### src/rtl/zrb_sd_pkg.sv
// rtl/zrb_sd_pkg.sv - shared encodings and constants for the SD SPI-mode command path
package zrb_sd_pkg;

    typedef enum logic [1:0] {
        ST_IDLE = 2'd0,
        ST_PRE  = 2'd1,
        ST_SEND = 2'd2,
        ST_DONE = 2'd3
    } state_t;

    localparam logic [5:0] CMD0   = 6'd0;
    localparam logic [5:0] CMD8   = 6'd8;
    localparam logic [5:0] CMD17  = 6'd17;
    localparam logic [5:0] CMD55  = 6'd55;
    localparam logic [5:0] ACMD41 = 6'd41;
    localparam logic [5:0] CMD58  = 6'd58;

    localparam logic [6:0] CRC7_POLY = 7'h09;

    localparam logic [7:0] CRC_BYTE_CMD0 = 8'h95;
    localparam logic [7:0] CRC_BYTE_CMD8 = 8'h87;
    localparam logic [7:0] CRC_BYTE_NONE = 8'hFF;

    // Only CMD0 and CMD8 are CRC-checked by a card in SPI mode; everything else gets a dummy.
    function automatic logic [7:0] fixed_crc_byte(input logic [5:0] idx);
        if (idx == CMD0)
            return CRC_BYTE_CMD0;
        else if (idx == CMD8)
            return CRC_BYTE_CMD8;
        else
            return CRC_BYTE_NONE;
    endfunction

endpackage

### src/rtl/zrb_crc7_byte.sv
// rtl/zrb_crc7_byte.sv - combinational CRC7 (x^7+x^3+1) update over one byte, MSB first
module zrb_crc7_byte
    import zrb_sd_pkg::*;
(
    input  logic [6:0] crc_in,
    input  logic [7:0] data,
    output logic [6:0] crc_out
);

    logic [6:0] c;

    always_comb begin
        c = crc_in;
        for (int i = 7; i >= 0; i--) begin
            if (c[6] ^ data[i])
                c = {c[5:0], 1'b0} ^ CRC7_POLY;
            else
                c = {c[5:0], 1'b0};
        end
        crc_out = c;
    end

endmodule

### src/rtl/zrb_sd_cmd_framer.sv
// rtl/zrb_sd_cmd_framer.sv - SD SPI-mode command framer: 0xFF fillers then 6-byte command frame
// ZRB_SD_CRC7_EN: compute the CRC7 byte; otherwise emit the fixed CMD0/CMD8/dummy value.
module zrb_sd_cmd_framer
    import zrb_sd_pkg::*;
#(
    parameter int PRE_FF = 2
) (
    input  logic        clk,
    input  logic        reset_n,
    input  logic        cmd_start,
    input  logic [5:0]  cmd_index,
    input  logic [31:0] cmd_arg,
    output logic        busy,
    output logic        done,
    output logic        new_data,
    output logic [7:0]  data_out,
    input  logic        spi_full
);

    localparam logic [3:0] FILL_LAST = 4'(PRE_FF - 1);

    state_t      state, state_next;
    logic [5:0]  idx_q;
    logic [31:0] arg_q;
    logic [3:0]  fill_cnt;
    logic [2:0]  byte_idx;
    logic [7:0]  crc_byte;
    logic        accept;

    assign accept = (state == ST_IDLE) && cmd_start;

`ifdef ZRB_SD_CRC7_EN
    logic [6:0] crc_q, crc_nxt;

    zrb_crc7_byte u_crc7 (
        .crc_in  (crc_q),
        .data    (data_out),
        .crc_out (crc_nxt)
    );

    // Only header and argument bytes (0..4) are covered by the CRC.
    always_ff @(posedge clk or negedge reset_n) begin
        if (!reset_n)
            crc_q <= 7'd0;
        else if (accept)
            crc_q <= 7'd0;
        else if (state == ST_SEND && new_data && byte_idx != 3'd5)
            crc_q <= crc_nxt;
    end

    assign crc_byte = {crc_q, 1'b1};
`else
    assign crc_byte = fixed_crc_byte(idx_q);
`endif

    always_comb begin
        state_next = state;
        busy       = (state != ST_IDLE);
        done       = (state == ST_DONE);
        new_data   = ((state == ST_PRE) || (state == ST_SEND)) && !spi_full;
        data_out   = 8'hFF;
        case (state)
            ST_IDLE: begin
                if (cmd_start)
                    state_next = (PRE_FF != 0) ? ST_PRE : ST_SEND;
            end
            ST_PRE: begin
                if (new_data && fill_cnt == FILL_LAST)
                    state_next = ST_SEND;
            end
            ST_SEND: begin
                case (byte_idx)
                    3'd0:    data_out = {2'b01, idx_q};
                    3'd1:    data_out = arg_q[31:24];
                    3'd2:    data_out = arg_q[23:16];
                    3'd3:    data_out = arg_q[15:8];
                    3'd4:    data_out = arg_q[7:0];
                    default: data_out = crc_byte;
                endcase
                if (new_data && byte_idx == 3'd5)
                    state_next = ST_DONE;
            end
            default: state_next = ST_IDLE;
        endcase
    end

    always_ff @(posedge clk or negedge reset_n) begin
        if (!reset_n) begin
            state    <= ST_IDLE;
            idx_q    <= 6'd0;
            arg_q    <= 32'd0;
            fill_cnt <= 4'd0;
            byte_idx <= 3'd0;
        end else begin
            state <= state_next;
            if (accept) begin
                idx_q    <= cmd_index;
                arg_q    <= cmd_arg;
                fill_cnt <= 4'd0;
                byte_idx <= 3'd0;
            end
            if (state == ST_PRE && new_data)
                fill_cnt <= (fill_cnt == FILL_LAST) ? 4'd0 : fill_cnt + 4'd1;
            if (state == ST_SEND && new_data)
                byte_idx <= (byte_idx == 3'd5) ? 3'd0 : byte_idx + 3'd1;
        end
    end

endmodule

### config.mk
export PLATFORM = sky130hd
export DESIGN_NAME = zrb_sd_cmd_framer
export DESIGN_NICKNAME = d
export VERILOG_FILES = /design/src/rtl/zrb_sd_pkg.sv /design/src/rtl/zrb_crc7_byte.sv /design/src/rtl/zrb_sd_cmd_framer.sv
export SDC_FILE = /design/constraint.sdc
export NUM_CORES = 1
export LEC_CHECK = 0
export CORE_AREA = 2 2 71 73
export CTS_BUF_LIST = sky130_fd_sc_hd__clkbuf_2 sky130_fd_sc_hd__clkbuf_4 sky130_fd_sc_hd__clkbuf_8
export CTS_CLUSTER_SIZE = 20
export DETAILED_ROUTE_END_ITERATION = 8
export DIE_AREA = 0 0 73 75
export PLACE_DENSITY = 0.8
export RECOVER_POWER = 25
export SETUP_SLACK_MARGIN = 0.3
export SLEW_MARGIN = 20
export SYNTH_ARGS = -nofsm -noshare
export SYNTH_HDL_FRONTEND = slang
export SYNTH_HIERARCHICAL = 1
export SYNTH_SLANG_ARGS = --single-unit
### constraint.sdc
create_clock -name clk -period 2.3 [get_ports clk]
set_input_delay 0.575 -clock clk [delete_from_list [all_inputs] [get_ports clk]]
set_output_delay 0.575 -clock clk [all_outputs]
set_load 0.005 [all_outputs]
==> impl_metrics.env <==
export IMPL_slew_headroom=-0.0118
export IMPL_synth_cell_types=45
export IMPL_antenna_cells=0
export IMPL_final_area_um2=3230
export IMPL_final_util=0.693
export IMPL_cts_made_buffers=5
export IMPL_ys_seq_area_frac=0.500
export IMPL_required_ns=1.73
export IMPL_synth_area_leaders="dfrtp_1 (50%), mux2_2 (19%), ha_1 (3.7%)"
export IMPL_cp_slowest_cell="or4_4"
export IMPL_syn_area_per_cell_um2=11.9
export IMPL_syn_inst=197
export IMPL_cts_sink_count=47
export IMPL_maxSlewViolCount=29
export IMPL_wl_per_cell_um=16.3
export IMPL_critical_path_arrival_ns=1.75
export IMPL_first_pass_iters=4
export IMPL_syn_area_um2=2350
export IMPL_finClkSkew_ns=0.0113
export IMPL_p_int_mw=2.59
export IMPL_synth_flop_cell="dfrtp_1"
export IMPL_dieHeight_um=75
export IMPL_fp_dieW_um=73
export IMPL_synth_top_area_share=0.500
export IMPL_tightest_slew_ns=1.52
export IMPL_setup_viol_count_final=5
export IMPL_p_comb_frac=0.510
export IMPL_root_buffer="clkbuf_8"
export IMPL_hpwl_mm=3.86
export IMPL_place_port_buffers=52
export IMPL_place_gp_congestion=0.952
export IMPL_violations="capacitance limit, slew limit, setup timing"
export IMPL_max_vdd_ir_drop_v=0.000613
export IMPL_clock_path_buffers=2
export IMPL_start_util=0.504
export IMPL_dpl_cell_area_um2=3050
export IMPL_post_drt_via_cell_ratio=5.58
export IMPL_nFillCells=342
export IMPL_p_per_area_nw_per_um2=1240
export IMPL_finalCriticalPeriod_ns=2.33
export IMPL_switching_share=0.351
export IMPL_multi_input_area_um2=1180
export IMPL_crit_type="reg -> out"
export IMPL_fin_ws_ns=-0.0286
export IMPL_hold_class="reg -> reg"
export IMPL_die_area_um2=5480
export IMPL_grt_start_max_net_pins=29
export IMPL_hold_buffers=0
export IMPL_post_route_period_util=1.01
export IMPL_critical_path_peak_fanout=2
export IMPL_async_reset_ff_frac=1.00
export IMPL_power_leakage_nw=1.39
export IMPL_clk_latency_ns=0.29
export IMPL_synth_seq_cells=47
export IMPL_num_rows=25
export IMPL_yosysWarnings=6
export IMPL_drive_above_1_share=0.375
export IMPL_grt_usage=0.216
export IMPL_dr_first_iter_drc_count=128
export IMPL_rsz0062_at_grt="true"
export IMPL_outcome="finished, violations left"
export IMPL_synthesis_nets=246
export IMPL_p_seq_frac=0.374
export IMPL_detail_route_wirelength_mm=5.31
export IMPL_end_kind="primary output"
export IMPL_via_count=1818
export IMPL_cap_violations=1
export IMPL_pin_count=53
export IMPL_clock_power_share=0.116
export IMPL_power_switching_mw=1.40
export IMPL_synth_edf_count=0
export IMPL_hold_violations=0
export IMPL_critPathMaxStageDelay_ns=0.56
export IMPL_drc=0
export IMPL_grt_pass1_vias=1811
export IMPL_num_nets_final=322
export IMPL_grt_pass1_wl_mm=8.86
export IMPL_drtAntennaViolNets=0
export IMPL_cts_tree="done"
export IMPL_max_freq_ghz=0.429
export IMPL_grt_overflow_total=0
export IMPL_worstSetupStartpointType="flop"
export IMPL_yosysTopAreaCell="dfrtp_1"
export IMPL_area_growth_synth_to_final_pct=37.3
export IMPL_h_tree_depth=2
export IMPL_path_clk_slew_ns=0.07
export IMPL_coreArea_um2=4660
export IMPL_antenna_found_initial=0
export IMPL_regArea_um2=1180
export IMPL_path_cells="or4_4, nor2_4, a21oi_1, a211o_1, buf_2"
## final timing paths
check	to	cells after the start	slack [ns]	startpoint
setup / recovery	data_out[4]	5	-0.03	idx_q[5]
hold / removal	arg_q[21]	1	0.51	arg_q[21]
setup reg to reg	state[1]	8	0.56	state[0]
hold reg to reg	arg_q[21]	1	0.51	arg_q[21]
max in group asynchronous	arg_q[21]	2	0.75	reset_n
min in group asynchronous	idx_q[2]	1	0.64	reset_n
## metrics by stage
stage / hold WS, ns / setup TNS, ns / std cells / total power [mW] / setup slack, ns
detailed placement: 0.493 / -0.849 / 315 / 3.39 / -0.117
finish: 0.508 / -0.0794 / 326 / 3.99 / -0.0286
CTS: 0.302 / -0.337 / 325 / 3.98 / -0.0813
floorplan: 0.279 / 0 / 197 / 2.61 / 0.302
global route: 0.517 / -0.549 / 326 / 4.27 / -0.128
global placement: 0.483 / -0.630 / 315 / 3.34 / -0.0905
## cells in the mapped netlist (3+ instances only)
| master | instances |
|---|---|
| o211ai_1 | 6 |
| mux2i_1 | 4 |
| a21oi_1 | 4 |
| o21ai_1 | 3 |
| dfrtp_1 | 47 |
| nor2_1 | 7 |
| a22oi_1 | 6 |
| nand3_1 | 6 |
| inv_1 | 8 |
| mux2_2 | 39 |
| buf_2 | 7 |
| nand2b_1 | 3 |
| nand2_1 | 5 |
| o21ai_0 | 5 |
| and3_1 | 3 |
| ha_1 | 7 |
| a31oi_1 | 3 |
## power groups by stage
stage | logic, mW | clock network (mW) | registers, mW
after floorplan | 1.20 | 0 | 1.41
after global placement | 1.86 | 0 | 1.48
after detailed placement | 1.90 | 0 | 1.50
after CTS | 2.01 | 0.470 | 1.49
after global routing | 2.21 | 0.507 | 1.55
final | 2.03 | 0.462 | 1.49
## worst max-delay path: cells and delay by family (launching register included)
family / cells / cell delay [ns]
DFF: 1 / 0.38
AOI/OAI and AO/OA: 2 / 0.30
buffers and inverters: 1 / 0.13
and+or+nand+nor: 2 / 0.66
## placed cells by master, fill, tap and decap left out, types with 4 or more instances in the layout
master and count:
a21oi_1 4, a22oi_1 5, buf_2 8, buf_4 21, buf_6 6, clkbuf_8 5
clkdlybuf4s50_1 39, dfrtp_1 47, ha_1 5, inv_1 6, mux2_2 39, nand2_1 5
nand3_1 6, nor2_1 6, o211ai_1 6, o21ai_0 5
## repair_timing
action | in CTS | in global routing
setup endpoints to repair | 10 | 9
pin swaps | 10 | 5
setup buffers | 4 | 1
resized for setup | 58 | 5
## cells by family after synthesis
group / count (synthesis) / share of synthesized area
buffers and inverters: 19 / 0.0341
multiplexers: 44 / 0.210
flip-flops: 47 / 0.500
adder cells (fa/ha/maj): 7 / 0.0373
AO/OA/AOI/OAI: 44 / 0.133
AND/OR/NAND/NOR: 36 / 0.0852
## state kept, by name, summed over array words and instances, names as in the netlist
signal	count
state	2
idx_q	6
arg_q	32
byte_idx	3
fill_cnt	4
## layer usage
| metal | global-route usage | up-vias | wire length, um |
|---|---|---|---|
| li1 | - | 869 | - |
| met1 | 0.293 | 878 | 2240 |
| met2 | 0.344 | 59 | 2670 |
| met3 | 0.0442 | 12 | 285 |
| met4 | 0.0844 | 0 | 121 |
| met5 | 0 | - | 0 |
## cell type report
class / count / area share
Multi-Input combinational cell: 131 / 0.365
Sequential cell: 47 / 0.364
Timing Repair Buffer: 79 / 0.214
Clock buffer: 6 / 0.0236
Tap cell: 54 / 0.0209
Inverter: 9 / 0.0120
Note: power is estimated with default switching activity, not from simulation.
